[src/rtl/music_pkg.sv]
// Shared constants, ROM field layout and sequencer state type for the
// song playback path (song_rom -> song_reader -> note_player).
package music_pkg;

  localparam int NOTE_W = 6;
  localparam int DUR_W  = 6;
  localparam int IDX_W  = 5;
  localparam int SONG_W = 2;

  localparam int ADDR_W = SONG_W + IDX_W;
  localparam int ROM_W  = NOTE_W + DUR_W;

  // ROM word layout: {note[11:6], duration[5:0]}
  localparam int NOTE_LSB = 6;
  localparam int DUR_LSB  = 0;

  typedef enum logic [2:0] {
    ST_IDLE,
    ST_FETCH,
    ST_WAIT,
    ST_LOAD,
    ST_PLAYING,
    ST_DONE
  } sr_state_t;

endpackage

[src/rtl/song_reader_if.sv]
// Signal bundle between song_reader and its environment: control inputs,
// song ROM read port and the note_player load/done handshake.
interface song_reader_if;
  import music_pkg::*;

  logic                play;
  logic [SONG_W-1:0]   song_sel;
  logic                note_done;
  logic [ADDR_W-1:0]   rom_addr;
  logic [ROM_W-1:0]    rom_data;
  logic [NOTE_W-1:0]   note;
  logic [DUR_W-1:0]    duration;
  logic                new_note;
  logic                song_done;

  modport master (
    input  play, song_sel, note_done, rom_data,
    output rom_addr, note, duration, new_note, song_done
  );

  modport slave (
    output play, song_sel, note_done, rom_data,
    input  rom_addr, note, duration, new_note, song_done
  );

endinterface

[src/rtl/song_reader.sv]
// Song sequencer: walks one song of a synchronous ROM, hands each entry to
// note_player with a one-cycle load strobe and waits for its done pulse.
// Handles pause, end-of-song markers and song reselection during playback.
module song_reader
  import music_pkg::*;
(
  input  logic          clk,
  input  logic          reset,
  song_reader_if.master bus
);

  localparam logic [IDX_W-1:0] IDX_LAST = '1;

  sr_state_t          state_q, state_d;
  logic [SONG_W-1:0]  song_q, song_d;
  logic [IDX_W-1:0]   idx_q, idx_d;
  logic [NOTE_W-1:0]  note_q, note_d;
  logic [DUR_W-1:0]   dur_q, dur_d;
  logic               pend_q, pend_d;

  logic               song_chg;
  logic [NOTE_W-1:0]  rom_note;
  logic [DUR_W-1:0]   rom_dur;

  assign song_chg = (bus.song_sel != song_q);
  assign rom_note = bus.rom_data[NOTE_LSB +: NOTE_W];
  assign rom_dur  = bus.rom_data[DUR_LSB +: DUR_W];

  // Outputs come straight from registers; the load strobe is dropped in the
  // LOAD cycle if a new song has just been requested.
  assign bus.rom_addr  = {song_q, idx_q};
  assign bus.note      = note_q;
  assign bus.duration  = dur_q;
  assign bus.new_note  = (state_q == ST_LOAD) && !song_chg;
  assign bus.song_done = (state_q == ST_DONE);

  // State and datapath registers, cleared asynchronously.
  always_ff @(posedge clk or posedge reset) begin
    if (reset) begin
      state_q <= ST_IDLE;
      song_q  <= '0;
      idx_q   <= '0;
      note_q  <= '0;
      dur_q   <= '0;
      pend_q  <= 1'b0;
    end else begin
      state_q <= state_d;
      song_q  <= song_d;
      idx_q   <= idx_d;
      note_q  <= note_d;
      dur_q   <= dur_d;
      pend_q  <= pend_d;
    end
  end

  // Next-state logic; a song change while active outranks every other exit.
  always_comb begin
    state_d = state_q;
    song_d  = song_q;
    idx_d   = idx_q;
    note_d  = note_q;
    dur_d   = dur_q;
    pend_d  = pend_q;

    if (state_q inside {ST_FETCH, ST_WAIT, ST_LOAD, ST_PLAYING} && song_chg) begin
      state_d = ST_FETCH;
      song_d  = bus.song_sel;
      idx_d   = '0;
      pend_d  = 1'b0;
    end else begin
      case (state_q)
        ST_IDLE: begin
          idx_d  = '0;
          song_d = bus.song_sel;
          if (bus.play) state_d = ST_FETCH;
        end
        ST_FETCH: begin
          // Address is already on rom_addr; pausing here simply holds it.
          if (bus.play) state_d = ST_WAIT;
        end
        ST_WAIT: begin
          // Read data is valid now; completes even when paused.
          if (rom_dur == '0) begin
            state_d = ST_DONE;
          end else begin
            note_d  = rom_note;
            dur_d   = rom_dur;
            state_d = ST_LOAD;
          end
        end
        ST_LOAD: begin
          state_d = ST_PLAYING;
        end
        ST_PLAYING: begin
          // Remember a done pulse that arrives while paused.
          if (bus.note_done) pend_d = 1'b1;
          if ((bus.note_done || pend_q) && bus.play) begin
            pend_d = 1'b0;
            if (idx_q == IDX_LAST) begin
              state_d = ST_DONE;
            end else begin
              idx_d   = idx_q + IDX_W'(1);
              state_d = ST_FETCH;
            end
          end
        end
        ST_DONE: begin
          if (!bus.play || song_chg) state_d = ST_IDLE;
        end
        default: state_d = ST_IDLE;
      endcase
    end
  end

endmodule
[src/flat_wrapper.sv]
// flat-port wrapper written by rule: the top's interface ports become plain ports
module song_reader_flat import music_pkg::*;
  (clk, reset, bus_play, bus_song_sel, bus_note_done, bus_rom_data, bus_rom_addr, bus_note, bus_duration, bus_new_note, bus_song_done);
  song_reader_if bus_i ();
  input  logic clk;
  input  logic reset;
  input wire logic [$bits(bus_i.play)-1:0] bus_play;
  input wire logic [$bits(bus_i.song_sel)-1:0] bus_song_sel;
  input wire logic [$bits(bus_i.note_done)-1:0] bus_note_done;
  input wire logic [$bits(bus_i.rom_data)-1:0] bus_rom_data;
  output wire logic [$bits(bus_i.rom_addr)-1:0] bus_rom_addr;
  output wire logic [$bits(bus_i.note)-1:0] bus_note;
  output wire logic [$bits(bus_i.duration)-1:0] bus_duration;
  output wire logic [$bits(bus_i.new_note)-1:0] bus_new_note;
  output wire logic [$bits(bus_i.song_done)-1:0] bus_song_done;
  assign bus_i.play = bus_play;
  assign bus_i.song_sel = bus_song_sel;
  assign bus_i.note_done = bus_note_done;
  assign bus_i.rom_data = bus_rom_data;
  assign bus_rom_addr = bus_i.rom_addr;
  assign bus_note = bus_i.note;
  assign bus_duration = bus_i.duration;
  assign bus_new_note = bus_i.new_note;
  assign bus_song_done = bus_i.song_done;
  song_reader u_core (.clk(clk), .reset(reset), .bus(bus_i));
endmodule
[config.mk]
export PLATFORM = sky130hd
export DESIGN_NAME = song_reader_flat
export DESIGN_NICKNAME = d
export VERILOG_FILES = /design/src/rtl/music_pkg.sv /design/src/rtl/song_reader_if.sv /design/src/rtl/song_reader.sv /design/src/flat_wrapper.sv
export SDC_FILE = /design/constraint.sdc
export NUM_CORES = 1
export LEC_CHECK = 0
export CORE_UTILIZATION = 46
export DETAILED_ROUTE_END_ITERATION = 16
export PLACE_DENSITY = 0.79
export SLEW_MARGIN = 20
export SYNTH_ARGS = -nofsm -noshare
export SYNTH_HDL_FRONTEND = slang
export SYNTH_SLANG_ARGS = --single-unit
[constraint.sdc]
create_clock -name clk -period 2.66 [get_ports clk]
set_clock_uncertainty 0.05 [all_clocks]
set_input_delay 0.798 -clock clk [delete_from_list [all_inputs] [get_ports clk]]
set_output_delay 0.798 -clock clk [all_outputs]
set_load 0.01 [all_outputs]
==> impl_metrics.json <==
{
  "max_freq_mhz": 388,
  "cts_setup_buffers": 0,
  "nNetsFinal": 181,
  "min_period_ns": 2.58,
  "dp_slack_ns": -0.592,
  "final_area_um2": 1760,
  "layout_setup_ws_ns": 0.0846,
  "timing.slew.headroom": 0.742,
  "p_clk_frac": 0.164,
  "cts_tree": "done",
  "drive_gt1_frac": 0.213,
  "swShare": 0.296,
  "synth-seq-area-share": 0.446,
  "core_um2": 2570,
  "path_clk_slew_ns": 0.12,
  "ys_seq_elements": 23,
  "status": "finished, final reports clean",
  "synthArstFlopShare": 1.00,
  "drt_pre_antenna_iters": 4,
  "area_growth_pct": 36.6,
  "cts_resized": 7,
  "hold_class": "register to register",
  "ys.flop_type": "dfrtp_1",
  "cts.htree.levels": 1,
  "grt_pass1_wl_mm": 4.55,
  "critPathKind": "input pin to primary output",
  "die_w_um": 55.0,
  "synth_edf_count": 0,
  "dp_hpwl_mm": 2.17,
  "grt_setup_unrepaired": "no",
  "clk_path_buf_depth": 2,
  "netlist_area_um2": 1290,
  "totalWireLength_mm": 2.92,
  "synth_area_leaders": "dfrtp_1, mux2_4, nand2_1",
  "switching_power_mw": 0.287,
  "grt_max_degree": 24,
  "hold_viol_final": 0,
  "setup_viol": 0,
  "via_count": 1072,
  "synth_most_common_cell": "dfrtp_1",
  "place_congestion": 0.817,
  "overflow": 0,
  "clock-sinks": 23,
  "ant_nets": 0,
  "tns_ns": 0,
  "vias_per_cell": 5.64,
  "fin_util": 0.686,
  "postSynthAreaPerCell_um2": 11.0,
  "pwr-share-seq": 0.469,
  "dr.first_iter.drc_count": 16,
  "post-route-period-util": 0.968,
  "synthCells": 117,
  "cp.required_ns": 1.81,
  "placed_cell_area_um2": 1740,
  "cap_violations": 0,
  "crit_path_end_kind": "primary output",
  "n_antenna_cell": 0,
  "power_frac_comb": 0.367,
  "synth_common_cells": "dfrtp_1, nand2_1, mux2_4",
  "synth_top_cell_area_share": 0.446,
  "syn_nets": 137,
  "drc_errors": 0,
  "leakage_nw": 0.807,
  "ios": 39,
  "ys_warn_count": 0,
  "clock-root-buffer": "clkbuf_4",
  "port_buffers": 38,
  "grt_antenna_before_repair": 0,
  "slew_violations": 0,
  "tightest_slew_ns": 0.384,
  "p_per_area_nw_per_um2": 552,
  "start_util": 0.502,
  "clk_latency_ns": 0.31,
  "vdd_ir_drop_max_v": 0.000422,
  "p_int_mw": 0.685,
  "synth_top_cell_by_area": "dfrtp_1",
  "first_global_vias": 1081,
  "crit_path_start_kind": "input pin",
  "wire_per_inst_um": 15.3,
  "cts_made_buffers": 3,
  "rows": 18,
  "die_area_um2": 3020,
  "grtUsageTotal": 0.213,
  "yosys.cell_types.count": 42,
  "critPathMaxFanout": 2,
  "die_h_um": 55.0,
  "cts_hold_buf": 0,
  "critical_path_arrival_ns": 1.73
}
## sequential cells by signal, summed over array words and instances, names as in the netlist
signal,flops
u_core.song_q,2
u_core.bus.note,6
u_core.state_q,3
u_core.bus.duration,6
u_core.pend_q,1
u_core.idx_q,5
## layout make-up
cell class / instances / area, um2
fill: 215 / 806
multi-input combinational: 83 / 657
sequential: 23 / 576
timing repair buffer: 47 / 453
tap: 30 / 37.5
clock buffer: 3 / 22.5
inverter: 3 / 11.3
clock inverter: 1 / 5.00
## critical path, cell delays in order
cell and delay [ns]:
dlygate4sd2_1 0.26, xor2_1 0.15, or2_1 0.25, nor3_1 0.13, buf_2 0.15
## power groups by stage
stage                     clock network (mW)  logic, mW  registers, mW
after floorplan                            0      0.169          0.471
after global placement                     0      0.352          0.456
after detailed placement                   0      0.358          0.463
after CTS                              0.167      0.359          0.456
after global routing                   0.178      0.387          0.464
final                                  0.159      0.357          0.456
## final timing paths
path                            slack, ns                 end  cells after the start          startpoint
worst max-delay path                 0.08        bus_new_note                      5     bus_song_sel[0]
worst min-delay path                 0.47  u_core.bus.note[5]                      1  u_core.bus.note[5]
worst max register to register       0.66     u_core.idx_q[2]                      6     u_core.idx_q[0]
worst min register to register       0.47  u_core.bus.note[5]                      1  u_core.bus.note[5]
max in group asynchronous            1.56     u_core.idx_q[3]                      3               reset
min in group asynchronous            0.76  u_core.bus.note[3]                      3               reset
## layout by cell type, fill, tap and decap left out, types with 2 or more instances in the layout
cell / netlist / final
ha_1: 2 / 2
o211ai_1: 3 / 3
and3b_1: 2 / 2
clkbuf_4: 0 / 3
buf_4: 0 / 8
nor3_1: 6 / 6
a221o_1: 2 / 2
nand4_1: 2 / 2
nand2_1: 13 / 13
inv_1: 3 / 3
nor2_1: 3 / 3
nor4_1: 3 / 3
nand2b_1: 2 / 2
dfrtp_1: 23 / 23
mux2_2: 4 / 4
mux2_4: 10 / 10
xor2_1: 2 / 2
a21oi_1: 4 / 4
dlygate4sd2_1: 0 / 2
nor4b_1: 3 / 3
clkdlybuf4s50_1: 0 / 35
## kinds of logic after synthesis
| logic type | Yosys count | synth area share |
|---|---|---|
| xor gates and xnor gates | 2 | 0.0136 |
| muxes | 15 | 0.159 |
| adders and majority gates | 2 | 0.0194 |
| DFF | 23 | 0.446 |
| buffers and inverters | 11 | 0.0446 |
| AOI/OAI and AO/OA | 18 | 0.106 |
| and+or+nand+nor | 46 | 0.211 |
## per-stage QoR
stage,hold WS (ns),power (mW),std cells
finish,0.468,0.972,190
global route,0.492,1.03,190
CTS,0.471,0.982,190
detailed placement,0.443,0.821,186
global placement,0.439,0.808,186
floorplan,0.500,0.641,117
## routing by layer
| layer | vias up | track usage | part of all wire |
|---|---|---|---|
| met5 | - | 0 | 0 |
| met4 | 0 | 0.0625 | 0 |
| met3 | 0 | 0.0273 | 0.059 |
| met2 | 34 | 0.398 | 0.51 |
| met1 | 522 | 0.253 | 0.43 |
| li1 | 516 | - | - |
No activity file was read; power rests on OpenSTA's default activity.
